**config.mk**
```make
export PLATFORM = sky130hd
export DESIGN_NAME = kstep_spi_host_flat
export DESIGN_NICKNAME = d
export VERILOG_FILES = /design/src/rtl/kstep_spi_host_if.sv /design/src/rtl/kstep_spi_host.sv /design/src/flat_wrapper.sv
export SDC_FILE = /design/constraint.sdc
export NUM_CORES = 1
export LEC_CHECK = 0
export CAP_MARGIN = 0
export CORE_AREA = 2 2 97 99
export CTS_BUF_LIST = sky130_fd_sc_hd__clkbuf_4
export CTS_CLUSTER_SIZE = 20
export DETAILED_ROUTE_END_ITERATION = 6
export DIE_AREA = 0 0 99 101
export GPL_TIMING_DRIVEN = 0
export PLACE_DENSITY = 0.86
export RECOVER_POWER = 25
export SLEW_MARGIN = 30
export SYNTH_ARGS = -nofsm -noshare
export SYNTH_HDL_FRONTEND = slang
export SYNTH_SLANG_ARGS = --single-unit
```
**constraint.sdc**
```tcl
create_clock -name clk -period 4.6 [get_ports clk]
set_input_delay 0.46 -clock clk [delete_from_list [all_inputs] [get_ports clk]]
set_output_delay 0.46 -clock clk [all_outputs]
set_load 0.005 [all_outputs]
```
**src/rtl/kstep_spi_host_if.sv**
```systemverilog
// Host-side bundle for the kstep SPI initiator: request/response handshake
// plus the four SPI wires and a debug view of the sequencer state.
//
// Handshake: the requester raises start with tx_frame valid; the host accepts
// it only while idle (busy low), copying tx_frame on that edge, after which
// tx_frame may change. busy stays high until the host is idle again; done
// pulses for one cycle when rx_frame becomes valid. start seen while busy is
// dropped, never queued.
interface kstep_spi_host_if #(
  parameter int FRAME_BYTES = 4
);
  localparam int B = 8 * FRAME_BYTES;

  logic         start;
  logic [B-1:0] tx_frame;
  logic [B-1:0] rx_frame;
  logic         busy;
  logic         done;
  logic         spi_cs_n;
  logic         spi_sclk;
  logic         spi_mosi;
  logic         spi_miso;
  logic [2:0]   state_dbg;

  // Requester / SPI-target side: drives the request and miso.
  modport master (
    output start, tx_frame, spi_miso,
    input  rx_frame, busy, done, spi_cs_n, spi_sclk, spi_mosi, state_dbg
  );

  // The SPI host itself.
  modport slave (
    input  start, tx_frame, spi_miso,
    output rx_frame, busy, done, spi_cs_n, spi_sclk, spi_mosi, state_dbg
  );
endinterface

```
**src/rtl/kstep_spi_host.sv**
```systemverilog
// SPI mode-0 initiator (CPOL=0, CPHA=0, MSB first, active-low CS) sending one
// fixed-length full-duplex frame per request. Every phase lasts CLK_DIV
// clocks; HOLD lasts two such phases: the closing SCLK-low half-period of the
// last bit followed by the CS hold time.
module kstep_spi_host #(
  parameter int CLK_DIV     = 4,
  parameter int FRAME_BYTES = 4
) (
  input  logic            clk,
  input  logic            rst,
  kstep_spi_host_if.slave bus
);
  localparam int              B        = 8 * FRAME_BYTES;
  localparam int              BW       = $clog2(B) + 1;
  localparam logic [7:0]      DIV_LAST = 8'(CLK_DIV - 1);
  localparam logic [BW-1:0]   BITS     = BW'(B);
  localparam logic [BW-1:0]   BITS_P1  = BW'(B + 1);

  typedef enum logic [2:0] {
    S_IDLE  = 3'd0,
    S_SETUP = 3'd1,
    S_HIGH  = 3'd2,
    S_LOW   = 3'd3,
    S_HOLD  = 3'd4,
    S_GAP   = 3'd5
  } state_e;

  state_e        state_q, state_d;
  logic [7:0]    div_cnt_q, div_cnt_d;
  logic [BW-1:0] bit_cnt_q, bit_cnt_d;
  logic [B-1:0]  tx_shift_q, tx_shift_d;
  logic [B-1:0]  rx_shift_q, rx_shift_d;
  logic [B-1:0]  rx_frame_q, rx_frame_d;
  logic          cs_n_q, cs_n_d;
  logic          sclk_q, sclk_d;
  logic          mosi_q, mosi_d;
  logic          busy_q, busy_d;
  logic          done_q, done_d;
  logic          div_end;

  // Last clock of the current phase.
  assign div_end = (div_cnt_q == DIV_LAST);

  // State register and all datapath flops; reset overrides everything.
  always_ff @(posedge clk) begin
    if (rst) begin
      state_q    <= S_IDLE;
      div_cnt_q  <= '0;
      bit_cnt_q  <= '0;
      tx_shift_q <= '0;
      rx_shift_q <= '0;
      rx_frame_q <= '0;
      cs_n_q     <= 1'b1;
      sclk_q     <= 1'b0;
      mosi_q     <= 1'b0;
      busy_q     <= 1'b0;
      done_q     <= 1'b0;
    end else begin
      state_q    <= state_d;
      div_cnt_q  <= div_cnt_d;
      bit_cnt_q  <= bit_cnt_d;
      tx_shift_q <= tx_shift_d;
      rx_shift_q <= rx_shift_d;
      rx_frame_q <= rx_frame_d;
      cs_n_q     <= cs_n_d;
      sclk_q     <= sclk_d;
      mosi_q     <= mosi_d;
      busy_q     <= busy_d;
      done_q     <= done_d;
    end
  end

  // Next-state: each timed phase advances on its last clock.
  always_comb begin
    state_d = state_q;
    unique case (state_q)
      S_IDLE:  if (bus.start) state_d = S_SETUP;
      S_SETUP: if (div_end)   state_d = S_HIGH;
      S_HIGH:  if (div_end)   state_d = (bit_cnt_q == BITS) ? S_HOLD : S_LOW;
      S_LOW:   if (div_end)   state_d = S_HIGH;
      // bit_cnt moves past BITS once the trailing low half-period is over.
      S_HOLD:  if (div_end && (bit_cnt_q != BITS)) state_d = S_GAP;
      S_GAP:   if (div_end)   state_d = S_IDLE;
      default: state_d = S_IDLE;
    endcase
  end

  // Datapath and pin updates tied to the phase transitions.
  always_comb begin
    div_cnt_d  = div_cnt_q;
    bit_cnt_d  = bit_cnt_q;
    tx_shift_d = tx_shift_q;
    rx_shift_d = rx_shift_q;
    rx_frame_d = rx_frame_q;
    cs_n_d     = cs_n_q;
    sclk_d     = sclk_q;
    mosi_d     = mosi_q;
    busy_d     = busy_q;
    done_d     = 1'b0;

    if (state_q != S_IDLE) begin
      div_cnt_d = div_end ? 8'd0 : div_cnt_q + 8'd1;
    end

    unique case (state_q)
      S_IDLE: begin
        if (bus.start) begin
          tx_shift_d = bus.tx_frame;
          mosi_d     = bus.tx_frame[B-1];
          cs_n_d     = 1'b0;
          busy_d     = 1'b1;
          bit_cnt_d  = '0;
          div_cnt_d  = 8'd0;
        end
      end
      S_SETUP, S_LOW: begin
        if (div_end) begin
          sclk_d     = 1'b1;
          rx_shift_d = {rx_shift_q[B-2:0], bus.spi_miso};
          bit_cnt_d  = bit_cnt_q + BW'(1);
        end
      end
      S_HIGH: begin
        if (div_end) begin
          sclk_d = 1'b0;
          if (bit_cnt_q != BITS) begin
            tx_shift_d = tx_shift_q << 1;
            mosi_d     = tx_shift_q[B-2];
          end
        end
      end
      S_HOLD: begin
        if (div_end) begin
          if (bit_cnt_q == BITS) begin
            bit_cnt_d = BITS_P1;
          end else begin
            cs_n_d     = 1'b1;
            mosi_d     = 1'b0;
            done_d     = 1'b1;
            rx_frame_d = rx_shift_q;
          end
        end
      end
      S_GAP: begin
        if (div_end) busy_d = 1'b0;
      end
      default: ;
    endcase
  end

  assign bus.rx_frame  = rx_frame_q;
  assign bus.busy      = busy_q;
  assign bus.done      = done_q;
  assign bus.spi_cs_n  = cs_n_q;
  assign bus.spi_sclk  = sclk_q;
  assign bus.spi_mosi  = mosi_q;
  assign bus.state_dbg = state_q;
endmodule

```
**src/flat_wrapper.sv**
```systemverilog
// flat-port wrapper written by rule: the top's interface ports become plain ports
module kstep_spi_host_flat 
#(
  parameter int CLK_DIV     = 4,
  parameter int FRAME_BYTES = 4
)
  (clk, rst, bus_start, bus_tx_frame, bus_spi_miso, bus_rx_frame, bus_busy, bus_done, bus_spi_cs_n, bus_spi_sclk, bus_spi_mosi, bus_state_dbg);
  kstep_spi_host_if #(.FRAME_BYTES(FRAME_BYTES)) bus_i ();
  input  logic clk;
  input  logic rst;
  input wire logic [$bits(bus_i.start)-1:0] bus_start;
  input wire logic [$bits(bus_i.tx_frame)-1:0] bus_tx_frame;
  input wire logic [$bits(bus_i.spi_miso)-1:0] bus_spi_miso;
  output wire logic [$bits(bus_i.rx_frame)-1:0] bus_rx_frame;
  output wire logic [$bits(bus_i.busy)-1:0] bus_busy;
  output wire logic [$bits(bus_i.done)-1:0] bus_done;
  output wire logic [$bits(bus_i.spi_cs_n)-1:0] bus_spi_cs_n;
  output wire logic [$bits(bus_i.spi_sclk)-1:0] bus_spi_sclk;
  output wire logic [$bits(bus_i.spi_mosi)-1:0] bus_spi_mosi;
  output wire logic [$bits(bus_i.state_dbg)-1:0] bus_state_dbg;
  assign bus_i.start = bus_start;
  assign bus_i.tx_frame = bus_tx_frame;
  assign bus_i.spi_miso = bus_spi_miso;
  assign bus_rx_frame = bus_i.rx_frame;
  assign bus_busy = bus_i.busy;
  assign bus_done = bus_i.done;
  assign bus_spi_cs_n = bus_i.spi_cs_n;
  assign bus_spi_sclk = bus_i.spi_sclk;
  assign bus_spi_mosi = bus_i.spi_mosi;
  assign bus_state_dbg = bus_i.state_dbg;
  kstep_spi_host #(.CLK_DIV(CLK_DIV), .FRAME_BYTES(FRAME_BYTES)) u_core (.clk(clk), .rst(rst), .bus(bus_i));
endmodule
```
==> results.toml, run 1 <==
[status]
outcome = "finished, final reports clean"

[synthesis]
netlist.area_leader.share_pct = 48.4
async_flop_share_pct = 0
yosysSeqAreaShare_pct = 48.4
netlist_area_um2 = 4830
synth_top_area_cell = "dfxtp_1"
synth_edf_count = 0
synth.avg_cell_area_um2 = 8.70
syn_inst = 556
synthTopCellsByArea = "dfxtp_1 48%, nand2_1 10%, a21oi_1 8.7%"
dominantRegCellSynth = "dfxtp_1"
synth-seq-cells = 117
synth_fp_nets = 595
yosysWarnings = 0
ys_types = 41

[setup_path]
critPathRequiredTime_ns = 4.97
reg2reg_depth = 7
r2r-start = "u_core.div_cnt_q[0]$_SDFF_PP0_"
cp.arrival_ns = 3.26
rrSetupSlack_ns = 1.72
timing.rr.end = "u_core.rx_shift_q[14]$_SDFFE_PP0P_"
critPathLaunchType = "register"
cp_max_fo = 10
crit_path_end_kind = "register"
critical_path_class = "register to register"
crit_end = "u_core.rx_shift_q[14]$_SDFFE_PP0P_"
critPathLaunch = "u_core.div_cnt_q[0]$_SDFF_PP0_"

[floorplan]
core_area_um2 = 8980
dieArea_um2 = 10000
die_w_um = 99
io_pins = 76
rows = 35
die_y_um = 101
initial_core_util_pct = 53.9

[place]
place_ws_ns = 1.80
gp_congestion = 0.859
placed_cells = 741
dpl.hpwl_mm = 7.84
portBuffers = 74

[layout]
antennaDiodeCount = 0
drive_gt1_share_pct = 11.9
layout_commonest_cell = "nand2_1"
layout.nets = 688
most-common-layout-cells = "135 x nand2_1, 117 x dfxtp_1, 84 x a21oi_1, 40 x nor2_1, 38 x dlygate4sd3_1"
multi_input_area_um2 = 2310
area_delta_synth_final_pct = 25.3
nFillCells = 691
seq_area_um2 = 2340
stdcell_count = 773

[grt]
grt_pass1_vias = 4115
grt_use_total_pct = 22.9
antenna_found_initial = 0
grt_max_degree = 17
grt_overflow = 0
grt_pass1_wl_mm = 18.7

[routing]
vias_per_cell = 5.67
vias = 4383
first_pass_iters = 6
post_drt_wl_per_cell_um = 14.6
drtAntennaViolNets = 0
drtIter0Drc = 248
drcViolationCount = 0
drt_wl_total_mm = 11.3

[timing]
timing.hold.ws_ns = 0.457
setup_viol = 0
fin_crit_sh_pct = 62.7
fin_worst_skew_ns = 0.0174
fmax_ghz = 0.347
timing_hold_violations_final = 0
tns_ns = 0
tightest_slew_ns = 0.838
slew_violations = 0
rsz0062_at_grt = "false"
finalWorstSetupSlack_ns = 1.72
slew_headroom_pct = 43.7
min_period_ns = 2.88

[clock_network]
clkSlewWorstSetupHoldPaths_ns = 0.11
cts_resized = 0
postCtsSetupBuffers = 0
cts_buffers = 17
clock_latency_ns = 0.50
cts_root_buf = "clkbuf_4"
cts_tree = "built"
cts_htree_levels = 4
cts.sinks = 117
cts.path.max_buffers = 2
holdBufCountCts = 0

[power]
irDropWorstVdd_v = 0.000273
power_uw = 2680
p_per_area_nw_per_um2 = 443
p_leak_uw = 0.00216

[hold_path]
min_path_type = "register to register"

[run]
max_cap_violations = 0
## worst min-delay path by stage
stage / start / end / slack (ns) / cells after the start
floorplan: u_core.rx_shift_q[31]$_SDFFE_PP0P_ / u_core.bus.rx_frame[31]$_SDFFE_PP0P_ / 0.43 / 2
global placement: u_core.rx_shift_q[31]$_SDFFE_PP0P_ / u_core.bus.rx_frame[31]$_SDFFE_PP0P_ / 0.44 / 2
detailed placement: u_core.rx_shift_q[31]$_SDFFE_PP0P_ / u_core.rx_shift_q[31]$_SDFFE_PP0P_ / 0.45 / 2
CTS: rst / u_core.bit_cnt_q[1]$_SDFFE_PP0P_ / 0.45 / 2
global route: rst / u_core.bit_cnt_q[1]$_SDFFE_PP0P_ / 0.47 / 2
finish: u_core.bus.rx_frame[18]$_SDFFE_PP0P_ / u_core.bus.rx_frame[18]$_SDFFE_PP0P_ / 0.46 / 2
## cells in the mapped netlist, types with 2 or more instances
| cell type | instances |
|---|---|
| a211oi_1 | 2 |
| a211oi_2 | 30 |
| a21oi_1 | 84 |
| a311oi_1 | 4 |
| a32o_1 | 2 |
| and3_1 | 7 |
| buf_2 | 13 |
| clkbuf_1 | 27 |
| dfxtp_1 | 117 |
| ha_1 | 3 |
| inv_1 | 5 |
| mux2i_1 | 31 |
| nand2_1 | 135 |
| nand2b_1 | 4 |
| nand3_1 | 6 |
| nor2_1 | 40 |
| nor3_1 | 9 |
| o211a_1 | 3 |
| o21ai_0 | 8 |
| o311a_1 | 2 |
| or3_1 | 3 |
| or3b_2 | 2 |
## per-stage QoR
step	utilization (%)	instance area, µm²
floorplan	-	4830
global placement	63.7	5710
detailed placement	63.7	5710
CTS	67.5	6060
global route	67.5	6060
finish	67.5	6060
## final cells by class
type,instances,share of cell area (%)
Multi-Input combinational cell,394,38.1
Buffer,40,2.75
Inverter,5,0.310
Clock buffer,18,2.23
Clock inverter,14,3.43
Tap cell,111,2.29
Sequential cell,117,38.7
Timing Repair Buffer,74,12.2
## critical path, stage by stage, from the launching register on
cell,delay (ns)
dfxtp_1,0.39
ha_1,0.23
or4b_1,0.49
nor4_2,0.65
nand3_1,0.44
clkbuf_1,0.33
nand2_1,0.15
a21oi_1,0.08
## logic make-up (layout without fill, tap and decap cells)
family	Yosys count	in the layout	synth area share, %
flops	117	117	48.4
fa+ha+maj	3	3	0.776
simple gates	216	216	19.1
buf+inv	45	151	3.83
mux	31	31	6.42
compound gates	144	144	21.4
## report_power, final
| group | internal (µW) | leakage (µW) | switching [µW] | total, µW |
|---|---|---|---|---|
| logic | 248 | 0.00103 | 370 | 618 |
| registers | 1120 | 0.000951 | 68.1 | 1190 |
| clock network | 489 | 0.000175 | 390 | 879 |
## flip-flops by register name, summed over array words and instances (netlist names)
signal and cells:
u_core.div_cnt_q 8, u_core.bus.busy 1, u_core.bus.spi_mosi 1, u_core.tx_shift_q 31, u_core.bus.state_dbg 3, u_core.bit_cnt_q 6
u_core.bus.rx_frame 32, u_core.bus.spi_sclk 1, u_core.rx_shift_q 32, u_core.bus.spi_cs_n 1, u_core.bus.done 1
## layer usage
metal / vias up / global-route usage, % / share of wire [%]
met5: - / 0 / 0
met4: 0 / 6.85 / 1.7
met3: 26 / 5.41 / 5.1
met2: 142 / 41.1 / 50
met1: 2097 / 27.1 / 43
li1: 2118 / - / -
No activity file was read; power rests on OpenSTA's default activity.
==> run 2: changes to the inputs <==
Settings changed: CORE_AREA 2 2 97 99 to 2 2 102 104, DIE_AREA 0 0 99 101 to 0 0 104 106, PLACE_DENSITY 0.86 to 0.83.
Clock period 4.6 ns to 2.6 ns, I/O delays scaled along.
==> run 2 against run 1 <==
Net effect:
- count of clock-buffer cells in the layout decreased by 1
- final cell count increased by 3.6%
- non-clock buffer count increased by 3
- cell area increased by 1.6%
- utilization decreased by 5.9 points
==> results.toml, run 2 (synthesized netlist as in run 1, its figures left out) <==
[layout]
most-common-layout-cells = "135 x nand2_1, 115 x dfxtp_1, 83 x a21oi_1, 40 x nor2_1, 38 x dlygate4sd3_1"
layout.nets = 691
layout_commonest_cell = "nand2_1"
antennaDiodeCount = 0
drive_gt1_share_pct = 13.8
area_delta_synth_final_pct = 27.3

[place]
portBuffers = 74
dpl.hpwl_mm = 7.85
place_ws_ns = -0.184
gp_congestion = 0.789

[grt]
antenna_found_initial = 0
grt_pass1_vias = 4119
grt_use_total_pct = 20.6
grt_pass1_wl_mm = 18.8
grt_max_degree = 17
grt_overflow = 0

[setup_path]
critical_path_class = "register to register"
reg2reg_depth = 9
critPathLaunchType = "register"
critPathRequiredTime_ns = 3.02
critPathLaunch = "u_core.div_cnt_q[0]$_SDFF_PP0_"
worstPathCellList = "ha_4, or4b_4, or4_4, buf_6, o31ai_4, buf_6, buf_6, nor2_1, a211oi_2"
cp_max_fo = 10
crit_path_end_kind = "register"
cpMaxStageDelayCell = "or4b_4"
crit_top_cell = "buf_6"
cp.arrival_ns = 2.92
r2r-start = "u_core.div_cnt_q[0]$_SDFF_PP0_"
slowest_delay_ns = 0.48

[routing]
drtIter0Drc = 234
drcViolationCount = 0
vias = 4375
vias_per_cell = 5.46
drtAntennaViolNets = 0
post_drt_wl_per_cell_um = 14.1
first_pass_iters = 5
drt_wl_total_mm = 11.3

[clock_network]
cts.path.max_buffers = 2
cts_root_buf = "clkbuf_4"
holdBufCountCts = 0
cts_htree_levels = 4
cts.sinks = 117
cts_buffers = 17
clock_latency_ns = 0.51
clkSlewWorstSetupHoldPaths_ns = 0.11
cts_tree = "built"

[timing]
slew_headroom_pct = 53.4
min_period_ns = 2.50
timing.hold.ws_ns = 0.292
rsz0062_at_grt = "false"
fin_crit_sh_pct = 96.3
timing_hold_violations_final = 0
slew_violations = 0
tightest_slew_ns = 0.698
finalWorstSetupSlack_ns = 0.0968
setup_viol = 0
fin_worst_skew_ns = 0.0258
fmax_ghz = 0.399
tns_ns = 0

[hold_path]
holdPathStages = 2
min_path_type = "input port to register"
hp-start = "rst"

[status]
outcome = "finished, final reports clean"

[power]
p_leak_uw = 0.00216
power_uw = 4630
p_per_area_nw_per_um2 = 752
irDropWorstVdd_v = 0.000481

[floorplan]
core_area_um2 = 10000
io_pins = 76
die_w_um = 104
initial_core_util_pct = 48.3
dieArea_um2 = 11000
die_y_um = 106
rows = 37

[run]
max_cap_violations = 0
run 2: changes by cell type in the layout (fill, tap and decap cells not counted), sizes merged:
cell / delta
inv: +5
clkinv: -2
clkinvlp: +1
bufinv: -3
buf: +2
run 2: worst paths after layout:
| path | slack (ns) | endpoint |
|---|---|---|
| worst max-delay path | 0.1 | u_core.tx_shift_q[30]$_SDFFE_PP0P_ |
| worst min register to register | 0.46 | u_core.bus.rx_frame[28]$_SDFFE_PP0P_ |
| worst min-delay path | 0.29 | u_core.bit_cnt_q[1]$_SDFFE_PP0P_ |
| worst max register to register | 0.1 | u_core.tx_shift_q[30]$_SDFFE_PP0P_ |
run 2: layout make-up:
type,count,area (µm²)
repair buffers,77,767
multi-input cells,394,2350
flip-flops and latches,117,2350
clock inverters,15,169
well taps,136,170
plain buffers,40,204
fillers,856,3840
clock buffers,17,128
inverters,5,18.8
run 2: worst max-delay path: cells and delay by family, from the launching register on:
family	cells	cell delay [ns]
DFF	1	0.39
AOI/OAI and AO/OA	2	0.43
and+or+nand+nor	3	0.98
buffers and inverters	3	0.47
adders and majority gates	1	0.15
run 2: timing repair:
action | CTS | global route
buffers inserted | 1 | 2
setup endpoints to repair | 93 | 82
gates cloned | 0 | 0
pin swaps | 1 | 1
resized for setup | 15 | 11
run 2: report_power, final:
group	internal, µW	switching (µW)	total (µW)
sequential	1980	122	2100
combinational	496	673	1170
clock	594	761	1350
run 2: through the flow:
stage / instance area [µm²] / instances / util, %
after floorplan: 4830 / 556 / -
after global placement: 5750 / 766 / 57.5
after detailed placement: 5750 / 766 / 57.5
after CTS: 6100 / 799 / 61.0
after global routing: 6150 / 801 / 61.5
final: 6150 / 801 / 61.5
run 2: per-layer routing:
metal | GRT usage (%) | routed length, µm | vias up
met4 | 5.02 | 93 | 0
met3 | 5.40 | 642 | 11
met5 | 0 | 0 | -
li1 | - | - | 2132
met2 | 36.4 | 5700 | 149
met1 | 25.1 | 4870 | 2083
==> RTL edit, RTL diff (config.mk and constraints of run 2) <==
`tx_shift_q` and `rx_shift_q` no longer have a reset.
--- a/src/rtl/kstep_spi_host.sv
+++ b/src/rtl/kstep_spi_host.sv
@@ -47,8 +47,6 @@
       state_q    <= S_IDLE;
       div_cnt_q  <= '0;
       bit_cnt_q  <= '0;
-      tx_shift_q <= '0;
-      rx_shift_q <= '0;
       rx_frame_q <= '0;
       cs_n_q     <= 1'b1;
       sclk_q     <= 1'b0;
@@ -59,8 +57,6 @@
       state_q    <= state_d;
       div_cnt_q  <= div_cnt_d;
       bit_cnt_q  <= bit_cnt_d;
-      tx_shift_q <= tx_shift_d;
-      rx_shift_q <= rx_shift_d;
       rx_frame_q <= rx_frame_d;
       cs_n_q     <= cs_n_d;
       sclk_q     <= sclk_d;
@@ -68,6 +64,11 @@
       busy_q     <= busy_d;
       done_q     <= done_d;
     end
+  end
+
+  always_ff @(posedge clk) begin
+    tx_shift_q <= tx_shift_d;
+    rx_shift_q <= rx_shift_d;
   end
 
   // Next-state: each timed phase advances on its last clock.
Check against the original RTL: same outputs for any inputs over 10 cycles, from zero or initial values and one cycle with rst high; that may be too few to reach the edited logic, so the function may still have changed.
==> RTL edit against run 2 <==
Critical path depth decreased by 3. Synthesized cell count decreased by 29%. Sequential cell count unchanged. Worst setup slack improved by 0.093 ns. Synthesized area decreased by 4.9%. Fmax increased by 3.9%. Via count decreased by 23%. Routed wire length decreased by 16%. Final area decreased by 4.8%. Final cell count decreased by 20%. Critical path type unchanged. Critical endpoint is now u_core.tx_shift_q[14]$_DFFE_PP_. Highest routed layer unchanged.
Power is not compared: it rests on default switching activity, and its combinational part moved more than twofold at a synthesized area within 25%.
==> RTL edit: results (changes against run 2) <==
FF-to-FF Start u_core.div_cnt_q[4]$_SDFF_PP0_ (was u_core.div_cnt_q[0]$_SDFF_PP0_); sequential cell area share 50.7% (was 38.1%); Routed met3 length 552 um (was 642 um); Final clock-cell share 4.61% (was 4.82%); Synth area leaders edfxtp_1, dfxtp_1, mux2_2, nand2_1, a21oi_1 (was dfxtp_1, nand2_1, a21oi_1, a211oi_2, mux2i_1); final setup skew 0.0265 ns (was 0.0258 ns); crit-path max FO 15 (was 10); critical path endpoint u_core.tx_shift_q[14]$_DFFE_PP_ (was u_core.tx_shift_q[30]$_SDFFE_PP0P_); register area 0.00297 mm^2 (was 0.00235 mm^2); synthesized area 0.00460 mm^2 (was 0.00483 mm^2); Warnings, synthesis 0 (unchanged); Worst Hold End u_core.bit_cnt_q[2]$_SDFFE_PP0P_ (was u_core.bit_cnt_q[1]$_SDFFE_PP0P_); Post-synth ARST share 0% (unchanged); post-CTS sizing 0 (was 15); multi-input logic area 0.00153 mm^2 (was 0.00235 mm^2); final wirelength 9490 um (was 11300 um); ratio of cells with drive above 1 in the final layout 16.3% (was 13.8%); worst hold slack 0.130 ns (was 0.292 ns); Inverters, non-clock 4 (was 5); status finished clean (unchanged); Seq/Total Area, Yosys 64.7% (was 48.4%); Main synth FF type edfxtp_1 (was dfxtp_1); top cells by count, synth nand2_1, edfxtp_1, dfxtp_1 (was nand2_1, dfxtp_1, a21oi_1); gr usage total 18.0% (was 20.6%); Post-DP Area 0.00559 mm^2 (was 0.00575 mm^2); Non-Clock Buffer Count 99 (was 117); Vias/cell 5.27 (was 5.46); synthesized instance count 394 (was 556); worst r2r path cells 6 (was 9); CP max stage delay 0.50 ns (was 0.48 ns); DR WL/cell 14.9 um (was 14.1 um); WP data arrival 2.61 ns (was 2.92 ns); met1 WL 4040 um (was 4870 um); first-pass GRT wire length 15900 um (was 18800 um); slowest CP cell or4_4 (was or4b_4); FF-to-FF End u_core.tx_shift_q[14]$_DFFE_PP_ (was u_core.tx_shift_q[30]$_SDFFE_PP0P_); Fillers 855 (was 856); final period utilization 92.7% (was 96.3%); signal buffers share of area 15.4% (was 15.8%); 1st-iter DRT viols 207 (was 234); r2r setup slk 0.19 ns (was 0.1 ns); Cell Count Post-Placement 607 (was 766); Post-synth EDFFs 63 (was 0); headroom to the max-slew limit 40.6% (was 53.4%); count of multi-input gates 251 (was 394); vias in the first global route 3364 (was 4119); count of different cell masters after synthesis 40 (was 41); Final nets 529 (was 691); GPL Wtd Cong 0.882 (was 0.789)
-- RTL edit: changes by cell type after synthesis, sizes merged, moves of 13 or more --
| cell | delta |
|---|---|
| edfxtp | +63 |
| nand2 | -53 |
| nor2 | -24 |
| a211oi | -30 |
| mux2i | -29 |
| a21oi | -38 |
| mux2 | +30 |
| clkbuf | -13 |
| dfxtp | -63 |
-- RTL edit: cell families (layout without fill, tap and decap cells) --
| logic type | after synthesis | count (layout) | share of synthesized area [%] |
|---|---|---|---|
| AO/OA/AOI/OAI | 74 | 74 | 9.56 |
| adder cells (fa/ha/maj) | 3 | 3 | 0.817 |
| buffers and inverters | 26 | 135 | 2.80 |
| flip-flops | 117 | 117 | 64.7 |
| multiplexers | 32 | 32 | 7.79 |
| AND/OR/NAND/NOR | 142 | 142 | 14.3 |
